File: src/rtl/perceptron_sched.sv
// perceptron_sched: round-robin sharing of one combinational perceptron classifier between two requesters.
// Optional per-requester result counters are enabled with `define PERCEPTRON_SCHED_STATS_EN.
module perceptron_sched #(
    parameter int SETTLE_CYCLES = 1
) (
    input  logic       clk,
    input  logic       rst_n,
    input  logic       req0_valid,
    input  logic [2:0] req0_edges,
    input  logic [3:0] req0_curves,
    output logic       req0_ready,
    input  logic       req1_valid,
    input  logic [2:0] req1_edges,
    input  logic [3:0] req1_curves,
    output logic       req1_ready,
    output logic [2:0] cls_edges,
    output logic [3:0] cls_curves,
    input  logic [3:0] cls_out,
    output logic       res_valid,
    output logic       res_id,
    output logic [3:0] res_class,
    input  logic       res_ready,
`ifdef PERCEPTRON_SCHED_STATS_EN
    output logic       busy,
    output logic [7:0] stat0_count,
    output logic [7:0] stat1_count
`else
    output logic       busy
`endif
);
    typedef enum logic [1:0] {IDLE, DRIVE, HOLD} state_t;
    state_t     state;
    logic       last_grant;
    logic       grant;
    logic [3:0] cnt;
    // on a tie the requester that did not win last time is served
    assign grant      = (req0_valid && req1_valid) ? ~last_grant : req1_valid;
    assign req0_ready = state == IDLE && req0_valid && !grant;
    assign req1_ready = state == IDLE && req1_valid && grant;
    always_ff @(posedge clk or negedge rst_n) begin
        if (!rst_n) begin
            state      <= IDLE;
            last_grant <= 1'b1;
            cnt        <= '0;
            cls_edges  <= '0;
            cls_curves <= '0;
            res_valid  <= 1'b0;
            res_id     <= 1'b0;
            res_class  <= '0;
            busy       <= 1'b0;
        end else begin
            case (state)
                IDLE: if (req0_ready || req1_ready) begin
                    cls_edges  <= grant ? req1_edges : req0_edges;
                    cls_curves <= grant ? req1_curves : req0_curves;
                    res_id     <= grant;
                    last_grant <= grant;
                    cnt        <= 4'(SETTLE_CYCLES - 1);
                    busy       <= 1'b1;
                    state      <= DRIVE;
                end
                DRIVE: if (cnt == '0) begin
                    res_class <= cls_out;
                    res_valid <= 1'b1;
                    state     <= HOLD;
                end else begin
                    cnt <= cnt - 4'd1;
                end
                HOLD: if (res_ready) begin
                    res_valid <= 1'b0;
                    busy      <= 1'b0;
                    state     <= IDLE;
                end
                default: state <= IDLE;
            endcase
        end
    end
`ifdef PERCEPTRON_SCHED_STATS_EN
    always_ff @(posedge clk or negedge rst_n) begin
        if (!rst_n) begin
            stat0_count <= '0;
            stat1_count <= '0;
        end else if (state == HOLD && res_ready) begin
            stat0_count <= (!res_id && stat0_count != 8'hff) ? stat0_count + 8'd1 : stat0_count;
            stat1_count <= (res_id && stat1_count != 8'hff) ? stat1_count + 8'd1 : stat1_count;
        end
    end
`endif
endmodule
File: config.mk
export PLATFORM = sky130hd
export DESIGN_NAME = perceptron_sched
export DESIGN_NICKNAME = d
export VERILOG_FILES = /design/src/rtl/perceptron_sched.sv
export SDC_FILE = /design/constraint.sdc
export NUM_CORES = 1
export LEC_CHECK = 0
export CORE_MARGIN = 3
export CORE_UTILIZATION = 35
export CTS_BUF_LIST = sky130_fd_sc_hd__clkbuf_8
export CTS_CLUSTER_DIAMETER = 200
export DETAILED_ROUTE_END_ITERATION = 10
export PLACE_DENSITY = 0.66
export SYNTH_ARGS = -nofsm -noshare
export SYNTH_HDL_FRONTEND = slang
export SYNTH_SLANG_ARGS = --single-unit
File: constraint.sdc
create_clock -name clk -period 4.3 [get_ports clk]
set_input_delay 0.86 -clock clk [delete_from_list [all_inputs] [get_ports clk]]
set_output_delay 0.86 -clock clk [all_outputs]
set_load 0.02 [all_outputs]
==> impl_metrics.py, run 1 <==
metrics = {
    "cts": {
        "cts_made_buffers": 3,
        "htree_num_levels": 1,
        "ctsHoldBuffers": 0,
        "clock_path_buffers": 2,
        "cts_tree": "built",
        "cts_resized": 0,
        "clock_latency_ns": 0.25,
        "cts.clk_slew.worst_paths_ns": 0.07,
        "cts_sinks": 21,
        "postCtsSetupRepairBufs": 0,
        "cts_root_buf": "clkbuf_8",
    },
    "floorplan": {
        "start_util_pct": 37.4,
        "pin_count": 39,
        "rows": 19,
        "dieHeight_um": 61.0,
        "core_area_um2": 2830,
        "fp.dieArea_um2": 3720,
        "die_w_um": 61.0,
    },
    "logic_synthesis": {
        "syn_area_per_cell_um2": 10.1,
        "synth_seq_cells": 21,
        "synth_cells": 105,
        "ys_seq_area_share_pct": 49.8,
        "ys.warnings.count": 0,
        "synthFlopType": "dfrtp_1",
        "synth_area_um2": 1060,
        "synth.lib_cells_used.distinct": 30,
        "synth_edf_count": 0,
        "synth_fp_nets": 130,
        "ys_async_sr_fraction_pct": 100,
    },
    "grt": {
        "first_global_vias": 849,
        "overflow": 0,
        "grt_use_met2_pct": 22.3,
        "grt_use_met3_pct": 4.04,
        "grtUsageMet1_pct": 17.2,
        "grt_busiest_layer": "met2",
        "grt_usage_pct": 13.8,
        "grt_max_degree": 22,
        "antenna_found_initial": 0,
        "grt_pass1_wl_mm": 3.76,
    },
    "detailed_routing": {
        "drt_first_pass_iters": 2,
        "routed_wl_mm": 2.34,
        "via_per_inst": 5.15,
        "route.detailed.drc": 0,
        "routed-via-count": 886,
        "wire_per_inst_um": 13.6,
        "antenna_left": 0,
        "drtIter0Drc": 5,
    },
    "worst_setup_path": {
        "end_kind": "output pin",
        "r2r_start": "state[0]$_DFFE_PN0P_",
        "path_max_fanout": 8,
        "start_kind": "input port",
        "criticalPathCategory": "input port to output pin",
        "crit_required_ns": 3.44,
        "cp.arrival_ns": 2.58,
        "rrSetupSlack_ns": 2.66,
        "r2r_end": "cls_curves[3]$_DFFE_PN0P_",
        "reg2regPathDepth": 3,
    },
    "power": {
        "p_sw_uw": 421,
        "p_leak_nw": 0.656,
        "share_comb_of_total_power_pct": 52.8,
        "p_per_area_nw_per_um2": 718,
        "peakVddDrop_uv": 299,
        "pwr-share-clk_pct": 11.6,
        "p_sw_share_pct": 39.6,
        "seqPwrFrac_pct": 35.6,
        "p_int_uw": 643,
    },
    "worst_hold_path": {
        "whs_path_depth": 1,
        "hp-start": "res_id$_DFFE_PN0P_",
        "hold_end": "res_id$_DFFE_PN0P_",
        "hp-class": "flop to flop",
    },
    "sta": {
        "tns_ns": 0,
        "max_freq_ghz": 0.290,
        "relSlewSlack_pct": 37.3,
        "finalCriticalPeriod_ns": 3.44,
        "min_period_over_period_pct": 80.1,
        "hold_viol_final": 0,
        "clock-skew-final_ns": 0.00228,
        "worstMarginPinSlew_ns": 0.938,
        "rsz0062_at_grt": "false",
        "final-setup-viol-count": 0,
        "drv_slew": 0,
    },
    "finish": {
        "final_cell_mix": "38 x clkdlybuf4s50_1, 20 x dfrtp_1, 18 x nand2_1",
        "drive_gt1_share_pct": 9.22,
        "fin_nets": 167,
        "diodes": 0,
        "finish.utilization_pct": 52.4,
        "area_growth_pct": 40.0,
        "final_common_cell": "clkdlybuf4s50_1",
        "nFillCells": 253,
    },
    "placed_design": {
        "numPortBuffers": 38,
        "gp_congestion": 0.749,
        "dp_hpwl_mm": 1.80,
    },
    "job": {
        "maxCapViolations": 0,
    },
    "status": {
        "status": "finished clean",
    },
}
[cell usage after synthesis (all sizes together) (2+ instances only)]
library cell  number  area share, %
a31oi              8            4.7
nand2             18            6.4
o21ai              4            1.9
ha                 2            2.4
inv                5            1.8
mux2               4            4.3
a211o              2            1.7
dfrtp             20             47
nor2               3            1.1
a21oi             11            5.2
nor3               5            2.4
and3               2            1.2
buf                5            3.5
[worst max-delay path by stage]
| stage | startpoint | endpoint | slack [ns] | cells past startpoint |
|---|---|---|---|---|
| floorplan | req1_valid | req1_ready | 1.70 | 3 |
| global placement | req1_valid | req0_ready | 0.93 | 4 |
| detailed placement | req1_valid | req1_ready | 0.86 | 4 |
| CTS | req1_valid | req1_ready | 0.84 | 4 |
| global route | req1_valid | req1_ready | 0.78 | 4 |
| finish | req1_valid | req1_ready | 0.86 | 4 |
[routing by layer]
metal  up-vias  wire (um)
met4         0          9
li1        435          -
met5         -          0
met1       423       1050
met2        26       1120
met3         2        158
[registers in the layout, indices dropped and copies added (netlist names)]
register,cells
cls_curves,4
cnt,4
res_class,4
cls_edges,3
state,2
busy,1
last_grant,1
res_id,1
res_valid,1
[power groups by stage]
stage	registers [mW]	logic (mW)	clock network (mW)
after floorplan	0.432	0.303	0
after global placement	0.378	0.557	0
after detailed placement	0.381	0.569	0
after CTS	0.379	0.570	0.128
after global routing	0.394	0.612	0.139
final	0.379	0.561	0.124
[layout make-up]
type                       instances  area [um2]  share of cell area, %
sequential                        21         527                   35.6
multi-input combinational         73         472                   31.8
timing repair buffer              38         380                   25.7
clock buffer                       3        41.3                   2.79
tap                               31        38.8                   2.62
inverter                           5        18.8                   1.27
clock inverter                     1        3.75                  0.253
[cell families after synthesis]
logic type | after synthesis | synth area share, %
mux | 5 | 5.20
compound gates | 31 | 18.3
fa+ha+maj | 2 | 2.36
buf+inv | 11 | 5.67
flops | 21 | 49.8
simple gates | 35 | 18.7
[worst max-delay path: stages]
cell and delay [ns]:
clkdlybuf4s50_1 0.50, a21bo_2 0.29, nor3_1 0.26, clkdlybuf4s50_1 0.67
[stage by stage]
stage / instances / setup WS (ns) / cell area (um2) / power [mW] / hold WS, ns
floorplan: 105 / 1.70 / 1060 / 0.735 / 0.497
global placement: 168 / 0.934 / 1440 / 0.935 / 0.466
detailed placement: 168 / 0.859 / 1440 / 0.950 / 0.472
CTS: 172 / 0.842 / 1480 / 1.08 / 0.489
global route: 172 / 0.776 / 1480 / 1.14 / 0.506
finish: 172 / 0.858 / 1480 / 1.06 / 0.488
No activity file was read; power rests on OpenSTA's default activity.
==> inputs of run 2 (changes only) <==
==> constraint.sdc (replaced) <==
create_clock -name clk -period 3.3 [get_ports clk]
set_input_delay 0.66 -clock clk [delete_from_list [all_inputs] [get_ports clk]]
set_output_delay 0.66 -clock clk [all_outputs]
set_load 0.02 [all_outputs]
==> run 2 against run 1 <==
Net effect: worst hold slack improved by 0.0032 ns; setup slack got worse by 0.62 ns; sequential power increased by 30%; utilization increased by 0.58 points; via count decreased by 1.1%; critical path depth unchanged; critical endpoint unchanged; cell count increased by 1.2%; wire length increased by 3.9%.
==> impl_metrics.py, run 2 (same netlist as run 1, synthesis figures left out) <==
metrics = {
    "status": {
        "status": "finished clean",
    },
    "sta": {
        "min_period_over_period_pct": 92.8,
        "worstMarginPinSlew_ns": 0.956,
        "relSlewSlack_pct": 36.1,
        "clock-skew-final_ns": 0.00639,
        "tns_ns": 0,
        "max_freq_ghz": 0.327,
        "final-setup-viol-count": 0,
        "hold_viol_final": 0,
        "finalCriticalPeriod_ns": 3.06,
        "hold_slack_ns": 0.491,
        "drv_slew": 0,
        "rsz0062_at_grt": "false",
    },
    "detailed_routing": {
        "routed-via-count": 876,
        "drtIter0Drc": 17,
        "route.detailed.drc": 0,
        "via_per_inst": 5.03,
        "antenna_left": 0,
        "wire_per_inst_um": 13.9,
        "drt_first_pass_iters": 2,
        "routed_wl_mm": 2.43,
    },
    "worst_hold_path": {
        "hp-start": "res_id$_DFFE_PN0P_",
        "hold_end": "res_id$_DFFE_PN0P_",
        "hp-class": "flop to flop",
        "whs_path_depth": 1,
    },
    "job": {
        "maxCapViolations": 0,
    },
    "grt": {
        "overflow": 0,
        "grt_usage_pct": 14.9,
        "first_global_vias": 932,
        "antenna_found_initial": 0,
        "grt_pass1_wl_mm": 4.06,
        "grt_max_degree": 22,
    },
    "worst_setup_path": {
        "cp_common_cell": "clkdlybuf4s50_1",
        "cp.arrival_ns": 2.40,
        "crit_buf_inv": 2,
        "criticalPathCategory": "input port to output pin",
        "rrSetupSlack_ns": 1.69,
        "start_kind": "input port",
        "r2r_start": "cnt[0]$_DFFE_PN0P_",
        "slowest_stage": "clkdlybuf4s50_1",
        "path_max_fanout": 8,
        "cpPeakStageDelay_ns": 0.67,
        "end_kind": "output pin",
        "critPathTopFamily": "buffers and inverters",
        "reg2regPathDepth": 5,
        "r2r_end": "res_class[1]$_DFFE_PN0P_",
        "crit_required_ns": 2.64,
        "crit_chain": "clkdlybuf4s50_1, a21bo_2, nor3_1, clkdlybuf4s50_1",
    },
    "floorplan": {
        "rows": 19,
        "pin_count": 39,
        "fp.dieArea_um2": 3720,
        "die_w_um": 61.0,
        "core_area_um2": 2830,
        "dieHeight_um": 61.0,
        "start_util_pct": 37.4,
    },
    "finish": {
        "fin_nets": 169,
        "diodes": 0,
        "drive_gt1_share_pct": 11.2,
        "area_growth_pct": 41.5,
        "final_common_cell": "clkdlybuf4s50_1",
        "finish.utilization_pct": 52.9,
        "top_regs": "cls_curves x4, cnt x4, res_class x4",
        "final_cell_mix": "38 x clkdlybuf4s50_1, 20 x dfrtp_1, 18 x nand2_1",
    },
    "cts": {
        "cts.clk_slew.worst_paths_ns": 0.07,
        "clock_latency_ns": 0.26,
        "cts_sinks": 21,
        "cts_made_buffers": 3,
        "ctsHoldBuffers": 0,
        "cts_tree": "built",
        "clock_path_buffers": 2,
        "htree_num_levels": 1,
        "cts_resized": 0,
        "postCtsSetupRepairBufs": 0,
        "cts_root_buf": "clkbuf_8",
    },
    "power": {
        "p_leak_nw": 0.664,
        "p_per_area_nw_per_um2": 938,
        "peakVddDrop_uv": 390,
    },
    "placed_design": {
        "numPortBuffers": 38,
        "gp_congestion": 0.831,
        "dp_hpwl_mm": 1.87,
    },
}
[run 2: cell type report]
type / count / area [um2]
fillers: 267 / 1330
flip-flops and latches: 21 / 527
multi-input cells: 73 / 472
repair buffers: 40 / 395
clock buffers: 3 / 41.3
well taps: 31 / 38.8
inverters: 5 / 18.8
clock inverters: 1 / 5.00
[run 2: power breakdown]
| part | internal, mW | switching (mW) |
|---|---|---|
| sequential | 0.385 | 0.106 |
| combinational | 0.381 | 0.366 |
| clock | 0.0840 | 0.0822 |
[run 2: per-stage QoR]
step                      setup slack [ns]  cell area (um2)  std cells  total power [mW]
final                                0.238             1500        174              1.40
after global routing                 0.181             1500        174              1.52
after CTS                            0.231             1500        174              1.43
after detailed placement             0.248             1450        170              1.25
after global placement               0.327             1450        170              1.23
after floorplan                       1.10             1060        105             0.958
[run 2: worst max path at each step]
stage                          start    endpoint  slack [ns]  cells after the start
after floorplan           req1_valid  req1_ready        1.10                      3
after global routing      req1_valid  req1_ready        0.18                      4
after CTS                 req1_valid  req1_ready        0.23                      4
final                     req1_valid  req1_ready        0.24                      4
after global placement    req1_valid  req1_ready        0.33                      4
after detailed placement  req1_valid  req1_ready        0.25                      4
[run 2: per-layer routing]
metal | global-route usage [%] | wire length [um]
met5 | 0 | 0
met4 | 6.50 | 16
met3 | 4.89 | 195
met2 | 25.5 | 1140
met1 | 16.8 | 1070
